==> config.mk <==
export PLATFORM = sky130hd
export DESIGN_NAME = vga_sync_gen_flat
export DESIGN_NICKNAME = d
export VERILOG_FILES = /design/src/rtl/vga_sync_gen_pkg.sv /design/src/rtl/vga_sync_gen_if.sv /design/src/rtl/vga_sync_gen_axis_counter.sv /design/src/rtl/vga_sync_gen.sv /design/src/flat_wrapper.sv
export SDC_FILE = /design/constraint.sdc
export NUM_CORES = 1
export LEC_CHECK = 0
export CAP_MARGIN = 25
export CORE_MARGIN = 2
export CORE_UTILIZATION = 43
export DETAILED_ROUTE_END_ITERATION = 7
export GPL_TIMING_DRIVEN = 0
export PLACE_DENSITY = 0.78
export SYNTH_ARGS = -nofsm -noshare
export SYNTH_HDL_FRONTEND = slang
export SYNTH_SLANG_ARGS = --single-unit
==> constraint.sdc <==
create_clock -name clk -period 2.9 [get_ports clk]
set_clock_uncertainty 0.15 [all_clocks]
set_input_delay 0.58 -clock clk [delete_from_list [all_inputs] [get_ports clk]]
set_output_delay 0.58 -clock clk [all_outputs]
set_load 0.01 [all_outputs]
==> src/rtl/vga_sync_gen_pkg.sv <==
// vga_timing_pkg: default 640x480@60 timing, counter width, derived totals.
// Also the registered output bundle type and a sync-level helper.
package vga_timing_pkg;

  localparam int CNT_W = 11;
  localparam int MAX_TOTAL = 2047;

  localparam int H_ACTIVE_D = 640;
  localparam int H_FP_D = 16;
  localparam int H_SYNC_D = 96;
  localparam int H_BP_D = 48;

  localparam int V_ACTIVE_D = 480;
  localparam int V_FP_D = 10;
  localparam int V_SYNC_D = 2;
  localparam int V_BP_D = 33;

  localparam int H_TOTAL_D =
    H_ACTIVE_D + H_FP_D
    + H_SYNC_D + H_BP_D;

  localparam int V_TOTAL_D =
    V_ACTIVE_D + V_FP_D
    + V_SYNC_D + V_BP_D;

  typedef logic [CNT_W-1:0] cnt_t;

  typedef struct packed {
    logic frame_start;
    logic video_on;
    logic h_sinc;
    logic v_sinc;
    cnt_t count_v;
    cnt_t count_h;
  } vga_out_t;

  // Maps "inside the sync window" to the pin level.
  // off is the inactive level (1 for active-low syncs).
  function automatic logic sync_level(
    input logic active,
    input logic off
  );
    return active ^ off;
  endfunction

endpackage

==> src/rtl/vga_sync_gen_if.sv <==
// vga_sync_gen_if: timing outputs of the sync generator.
// master drives h_sinc/v_sinc/countH/countV/video_on/frame_start.
interface vga_sync_gen_if;
  import vga_timing_pkg::*;

  logic h_sinc;
  logic v_sinc;
  cnt_t countH;
  cnt_t countV;
  logic video_on;
  logic frame_start;

  modport master (
    output h_sinc,
    output v_sinc,
    output countH,
    output countV,
    output video_on,
    output frame_start
  );

  modport slave (
    input h_sinc,
    input v_sinc,
    input countH,
    input countV,
    input video_on,
    input frame_start
  );

endinterface

==> src/rtl/vga_sync_gen_axis_counter.sv <==
// vga_axis_counter: wrap-at-LIMIT counter with enable.
// Ports: clk, reset (sync, high), en; nxt = value after this edge,
// wrap = en at LIMIT-1, win_nxt = nxt inside [WIN_LO, WIN_HI].
// Reset loads LIMIT-1 so the first enabled edge produces 0.
module vga_axis_counter
  import vga_timing_pkg::*;
#(
  parameter int LIMIT = H_TOTAL_D,
  parameter int WIN_LO = H_ACTIVE_D + H_FP_D,
  parameter int WIN_HI = H_ACTIVE_D + H_FP_D
                       + H_SYNC_D - 1
) (
  input  logic clk,
  input  logic reset,
  input  logic en,
  output cnt_t nxt,
  output logic wrap,
  output logic win_nxt
);

  localparam cnt_t LAST = cnt_t'(LIMIT - 1);
  localparam cnt_t LO = cnt_t'(WIN_LO);
  localparam cnt_t HI = cnt_t'(WIN_HI);

  cnt_t cnt;
  logic last;
  logic step;

  assign last = (cnt == LAST);
  assign wrap = en && last;
  assign step = en && !last;

  always_comb begin
    nxt = cnt;
    unique case (1'b1)
      wrap: nxt = '0;
      step: nxt = cnt + cnt_t'(1);
      default: ;
    endcase
  end

  // Decoding the next value lets the parent register the
  // window flag on the same edge as the count: no skew.
  assign win_nxt = (nxt >= LO)
                && (nxt <= HI);

  always_ff @(posedge clk) begin
    if (reset) begin
      cnt <= LAST;
    end else begin
      cnt <= nxt;
    end
  end

endmodule

==> src/rtl/vga_sync_gen.sv <==
// vga_sync_gen: VGA h/v sync, pixel position, video_on and frame_start.
// Ports: clk, reset (sync, active-high), vga (vga_sync_gen_if.master).
// Macro PIXEL_DIV2_EN: pixel tick every second clk via a toggle flop;
// undefined: every clk is a pixel tick.
module vga_sync_gen
  import vga_timing_pkg::*;
#(
  parameter int H_ACTIVE = H_ACTIVE_D,
  parameter int H_FP = H_FP_D,
  parameter int H_SYNC = H_SYNC_D,
  parameter int H_BP = H_BP_D,
  parameter int V_ACTIVE = V_ACTIVE_D,
  parameter int V_FP = V_FP_D,
  parameter int V_SYNC = V_SYNC_D,
  parameter int V_BP = V_BP_D,
  parameter int SYNC_ACTIVE_LOW = 1
) (
  input  logic clk,
  input  logic reset,
  vga_sync_gen_if.master vga
);

  localparam int H_TOTAL =
    H_ACTIVE + H_FP + H_SYNC + H_BP;
  localparam int V_TOTAL =
    V_ACTIVE + V_FP + V_SYNC + V_BP;

  localparam int H_SYNC_LO = H_ACTIVE + H_FP;
  localparam int H_SYNC_HI = H_SYNC_LO + H_SYNC - 1;
  localparam int V_SYNC_LO = V_ACTIVE + V_FP;
  localparam int V_SYNC_HI = V_SYNC_LO + V_SYNC - 1;

  localparam cnt_t H_ACT_C = cnt_t'(H_ACTIVE);
  localparam cnt_t V_ACT_C = cnt_t'(V_ACTIVE);

  localparam logic SYNC_OFF =
    (SYNC_ACTIVE_LOW != 0);

  logic tick;

`ifdef PIXEL_DIV2_EN
  logic div_q;

  // Reads 1 on the first clk after reset, so the
  // first tick lands on the second clk.
  always_ff @(posedge clk) begin
    if (reset) begin
      div_q <= 1'b0;
    end else begin
      div_q <= ~div_q;
    end
  end

  assign tick = div_q;
`else
  assign tick = 1'b1;
`endif

  cnt_t h_nxt;
  cnt_t v_nxt;
  logic h_wrap;
  logic v_wrap;
  logic h_win;
  logic v_win;

  vga_axis_counter #(
    .LIMIT (H_TOTAL),
    .WIN_LO(H_SYNC_LO),
    .WIN_HI(H_SYNC_HI)
  ) u_h (
    .clk    (clk),
    .reset  (reset),
    .en     (tick),
    .nxt    (h_nxt),
    .wrap   (h_wrap),
    .win_nxt(h_win)
  );

  // The line counter only moves on the tick
  // where the column counter wraps.
  vga_axis_counter #(
    .LIMIT (V_TOTAL),
    .WIN_LO(V_SYNC_LO),
    .WIN_HI(V_SYNC_HI)
  ) u_v (
    .clk    (clk),
    .reset  (reset),
    .en     (h_wrap),
    .nxt    (v_nxt),
    .wrap   (v_wrap),
    .win_nxt(v_win)
  );

  vga_out_t pix_nxt;
  vga_out_t out_q;

  always_comb begin
    pix_nxt = '0;
    pix_nxt.count_h = h_nxt;
    pix_nxt.count_v = v_nxt;
    pix_nxt.h_sinc =
      sync_level(h_win, SYNC_OFF);
    pix_nxt.v_sinc =
      sync_level(v_win, SYNC_OFF);
    pix_nxt.video_on =
      (h_nxt < H_ACT_C)
      && (v_nxt < V_ACT_C);
    // Both axes wrapping means (0,0) loads now;
    // also true on the first tick after reset.
    pix_nxt.frame_start = h_wrap && v_wrap;
  end

  always_ff @(posedge clk) begin
    if (reset) begin
      out_q <= '0;
      out_q.h_sinc <= SYNC_OFF;
      out_q.v_sinc <= SYNC_OFF;
    end else if (tick) begin
      out_q <= pix_nxt;
    end else begin
      out_q.frame_start <= 1'b0;
    end
  end

  assign vga.countH = out_q.count_h;
  assign vga.countV = out_q.count_v;
  assign vga.h_sinc = out_q.h_sinc;
  assign vga.v_sinc = out_q.v_sinc;
  assign vga.video_on = out_q.video_on;
  assign vga.frame_start = out_q.frame_start;

endmodule

==> src/flat_wrapper.sv <==
// flat-port wrapper written by rule: the top's interface ports become plain ports
module vga_sync_gen_flat import vga_timing_pkg::*;
#(
  parameter int H_ACTIVE = H_ACTIVE_D,
  parameter int H_FP = H_FP_D,
  parameter int H_SYNC = H_SYNC_D,
  parameter int H_BP = H_BP_D,
  parameter int V_ACTIVE = V_ACTIVE_D,
  parameter int V_FP = V_FP_D,
  parameter int V_SYNC = V_SYNC_D,
  parameter int V_BP = V_BP_D,
  parameter int SYNC_ACTIVE_LOW = 1
)
  (clk, reset, vga_h_sinc, vga_v_sinc, vga_countH, vga_countV, vga_video_on, vga_frame_start);
  vga_sync_gen_if vga_i ();
  input  logic clk;
  input  logic reset;
  output wire logic [$bits(vga_i.h_sinc)-1:0] vga_h_sinc;
  output wire logic [$bits(vga_i.v_sinc)-1:0] vga_v_sinc;
  output wire logic [$bits(vga_i.countH)-1:0] vga_countH;
  output wire logic [$bits(vga_i.countV)-1:0] vga_countV;
  output wire logic [$bits(vga_i.video_on)-1:0] vga_video_on;
  output wire logic [$bits(vga_i.frame_start)-1:0] vga_frame_start;
  assign vga_h_sinc = vga_i.h_sinc;
  assign vga_v_sinc = vga_i.v_sinc;
  assign vga_countH = vga_i.countH;
  assign vga_countV = vga_i.countV;
  assign vga_video_on = vga_i.video_on;
  assign vga_frame_start = vga_i.frame_start;
  vga_sync_gen #(.H_ACTIVE(H_ACTIVE), .H_FP(H_FP), .H_SYNC(H_SYNC), .H_BP(H_BP), .V_ACTIVE(V_ACTIVE), .V_FP(V_FP), .V_SYNC(V_SYNC), .V_BP(V_BP), .SYNC_ACTIVE_LOW(SYNC_ACTIVE_LOW)) u_core (.clk(clk), .reset(reset), .vga(vga_i));
endmodule
==> results.cfg <==
[run]
maxCapViolCount = 0

[timing]
setup-violations-final = 0
drv_slew = 0
tightest_slew_ps = 510
period_share_pct = 85.4
timing.fmax_ghz = 0.404
final.setup.tns_ps = 0
slew_headroom_pct = 65.7
rsz0062_at_grt = no
fin_ws_ps = 423
min_period_ps = 2480
hold_viol = 0

[drt]
drtIter0Drc = 125
drc = 0
antenna_left = 0
vias = 1697
dr.pass1.iters = 4
viasPerCell = 5.46
totalWireLength_mm = 4.07
wire_per_inst_um = 13.1

[logic_synthesis]
syn_avg_cell_area_sq_um = 8.43
syn-num-nets = 230
synth_cell_types = 48
syn_inst = 224
synth_area_leader_cell = dfxtp_1
synth-seq-cells = 36
synthArstFlopShare_pct = 0
synth_area_sq_um = 1890
synth_top_area_share_pct = 38.1
synthTopCellsByArea = dfxtp_1 38%, nor2_1 5.4%, buf_4 4.8%
synth_flop_cell = dfxtp_1
ys_seq_area_share_pct = 38.1
yosysWarnings = 0
synth_edf_count = 0

[finish]
insertedDiodeCount = 0
drive_gt1_share_pct = 13.9
syn_to_final_growth_pct = 22.6
utilization_pct = 54.0
nets = 264
stdcell_count = 311

[grt]
grt_max_degree = 12
antenna_found_initial = 0
grt-ovfl-total = 0
grt_use_total_pct = 17.1
grt_pass1_vias = 1471
grt_pass1_wl_mm = 6.71

[run_status]
status = finished clean

[power_and_ir_drop]
power.leakage_uw = 0.000856
power_density_nw_per_um2 = 940
power_uw = 2180
ir_drop_mv = 0.394

[worst_setup_path]
rr_worst_depth = 8
crit_type = reg2reg
start_kind = flop
cp.required_ps = 2910
crit_arrival_ps = 2490
endpoint_kind = flop
regToRegEndpoint = u_core.vga.v_sinc
ff2ff_setup_slack_ps = 420
crit_path_frequent_cell = and4_1
critPathSlowestCell = dfxtp_1
r2r_start = u_core.u_h.cnt[0]
max_stage_delay_ps = 470
crit_chain = ha_1 > and4_1 > buf_6 > and4_1 > buf_2 > o21ai_1 > a21oi_1 > nand4_1
critPathMaxFanout = 10

[floorplanning]
die_w_um = 70.3
initial_core_util_pct = 44.0
dieArea_sq_um = 4940
fp.coreArea_sq_um = 4290
ios = 28
rows = 24
dieHeight_um = 70.3

[worst_hold_path]
min_to = u_core.u_v.cnt[1]
whs_path_depth = 2
hp-start = u_core.u_v.cnt[1]
hold_class = reg2reg

[clocking]
htreeDepth = 2
post_cts_resized = 0
clock_latency_ps = 290
post_cts_buffers = 0
cts_max_path_buffers = 2
cts-root-buf = clkbuf_8
hold_buffers = 0
cts_sinks = 36
cts.reportedPaths.clkPinSlew_ps = 70
cts-buffers-inserted = 5
cts_tree = done

[placement]
place_congestion = 0.858
place_inst = 303
io_buffers = 27
dp_hpwl_mm = 2.93
dp_slack_ps = 459
-- cells in the final DEF (no fill, tap or decap), types with 2 or more instances in the layout --
cell             count
dfxtp_1             36
nor2_1              27
clkdlybuf4s50_1     27
nand2_1             17
o21ai_0             13
buf_4               12
nand3_1             10
xnor2_1             10
nand4_1              9
a21oi_1              9
inv_1                8
buf_2                6
nor3_1               6
clkbuf_8             6
xor2_1               5
and4_1               4
ha_1                 4
clkbuf_1             3
nor4_2               3
nor4_1               3
or3_1                3
nor3b_1              3
buf_6                2
nor2_2               2
o2111a_1             2
a31oi_1              2
o31ai_1              2
clkinv_2             2
-- cell usage after synthesis (all sizes together), types with 5 or more instances --
master and n:
nand3 11, xnor2 10, nor2 29, dfxtp 36
nor4 6, inv 8, nand4 10, xor2 5
nand2 17, o21ai 14, a21oi 9, buf 21
nor3 6
-- sequential cells by signal, indices dropped and copies added (netlist names) --
signal and cells:
u_core.vga.video_on 1, u_core.u_v.cnt 11, u_core.vga.h_sinc 1, u_core.vga.countV 3, u_core.vga.v_sinc 1, u_core.vga.frame_start 1
u_core.vga.countH 7, u_core.u_h.cnt 11
-- stage by stage --
| step | hold WS, ps | instance area [sq um] |
|---|---|---|
| after floorplan | 311 | 1890 |
| after global placement | 353 | 2220 |
| after detailed placement | 365 | 2220 |
| after CTS | 378 | 2320 |
| after global routing | 418 | 2320 |
| final | 380 | 2320 |
-- layout make-up --
cell class / count / area, sq um
multi-input combinational: 156 / 981
clock buffer: 6 / 82.6
sequential: 36 / 721
tap: 52 / 65.1
inverter: 8 / 30.0
fill: 431 / 1980
buffer: 24 / 158
timing repair buffer: 27 / 270
clock inverter: 2 / 10.0
-- power by group --
group | internal [uW] | total [uW] | switching [uW]
logic | 475 | 1070 | 597
registers | 642 | 743 | 101
clock network | 189 | 364 | 174
total | 1310 | 2180 | 872
-- kinds of logic (layout without fill, tap and decap cells) --
logic type	count (synthesis)	count (layout)	share of synthesized area, %
compound gates	40	40	13.7
flops	36	36	38.1
xor+xnor	15	15	6.95
buf+inv	32	67	9.93
simple gates	97	97	28.6
fa+ha+maj	4	4	2.65
-- critical path: cells and delay by family, from the launching register on --
family / cells / cell delay (ps)
AOI/OAI and AO/OA: 2 / 360
adders and majority gates: 1 / 300
buffers and inverters: 2 / 420
DFF: 1 / 470
and+or+nand+nor: 3 / 650
-- metal layers --
metal | routed length (um) | vias to the layer above | global-route usage [%]
met2 | 2020 | 40 | 28.6
met4 | 74 | 0 | 7.05
met5 | 0 | - | 0
met3 | 206 | 7 | 5.05
li1 | - | 849 | -
met1 | 1760 | 801 | 20.2
-- worst max-delay path by stage --
stage                      startpoint           endpoint  slack [ps]  cells after the start
CTS                 u_core.u_h.cnt[0]  u_core.vga.v_sinc         440                      8
global placement    u_core.u_h.cnt[0]  u_core.vga.v_sinc         520                      8
detailed placement  u_core.u_h.cnt[0]  u_core.vga.v_sinc         460                      8
floorplan           u_core.u_h.cnt[0]  u_core.u_v.cnt[5]         900                      8
finish              u_core.u_h.cnt[0]  u_core.vga.v_sinc         420                      8
global route        u_core.u_h.cnt[0]  u_core.vga.v_sinc         270                      8
Power figures use the tool's default switching activity.
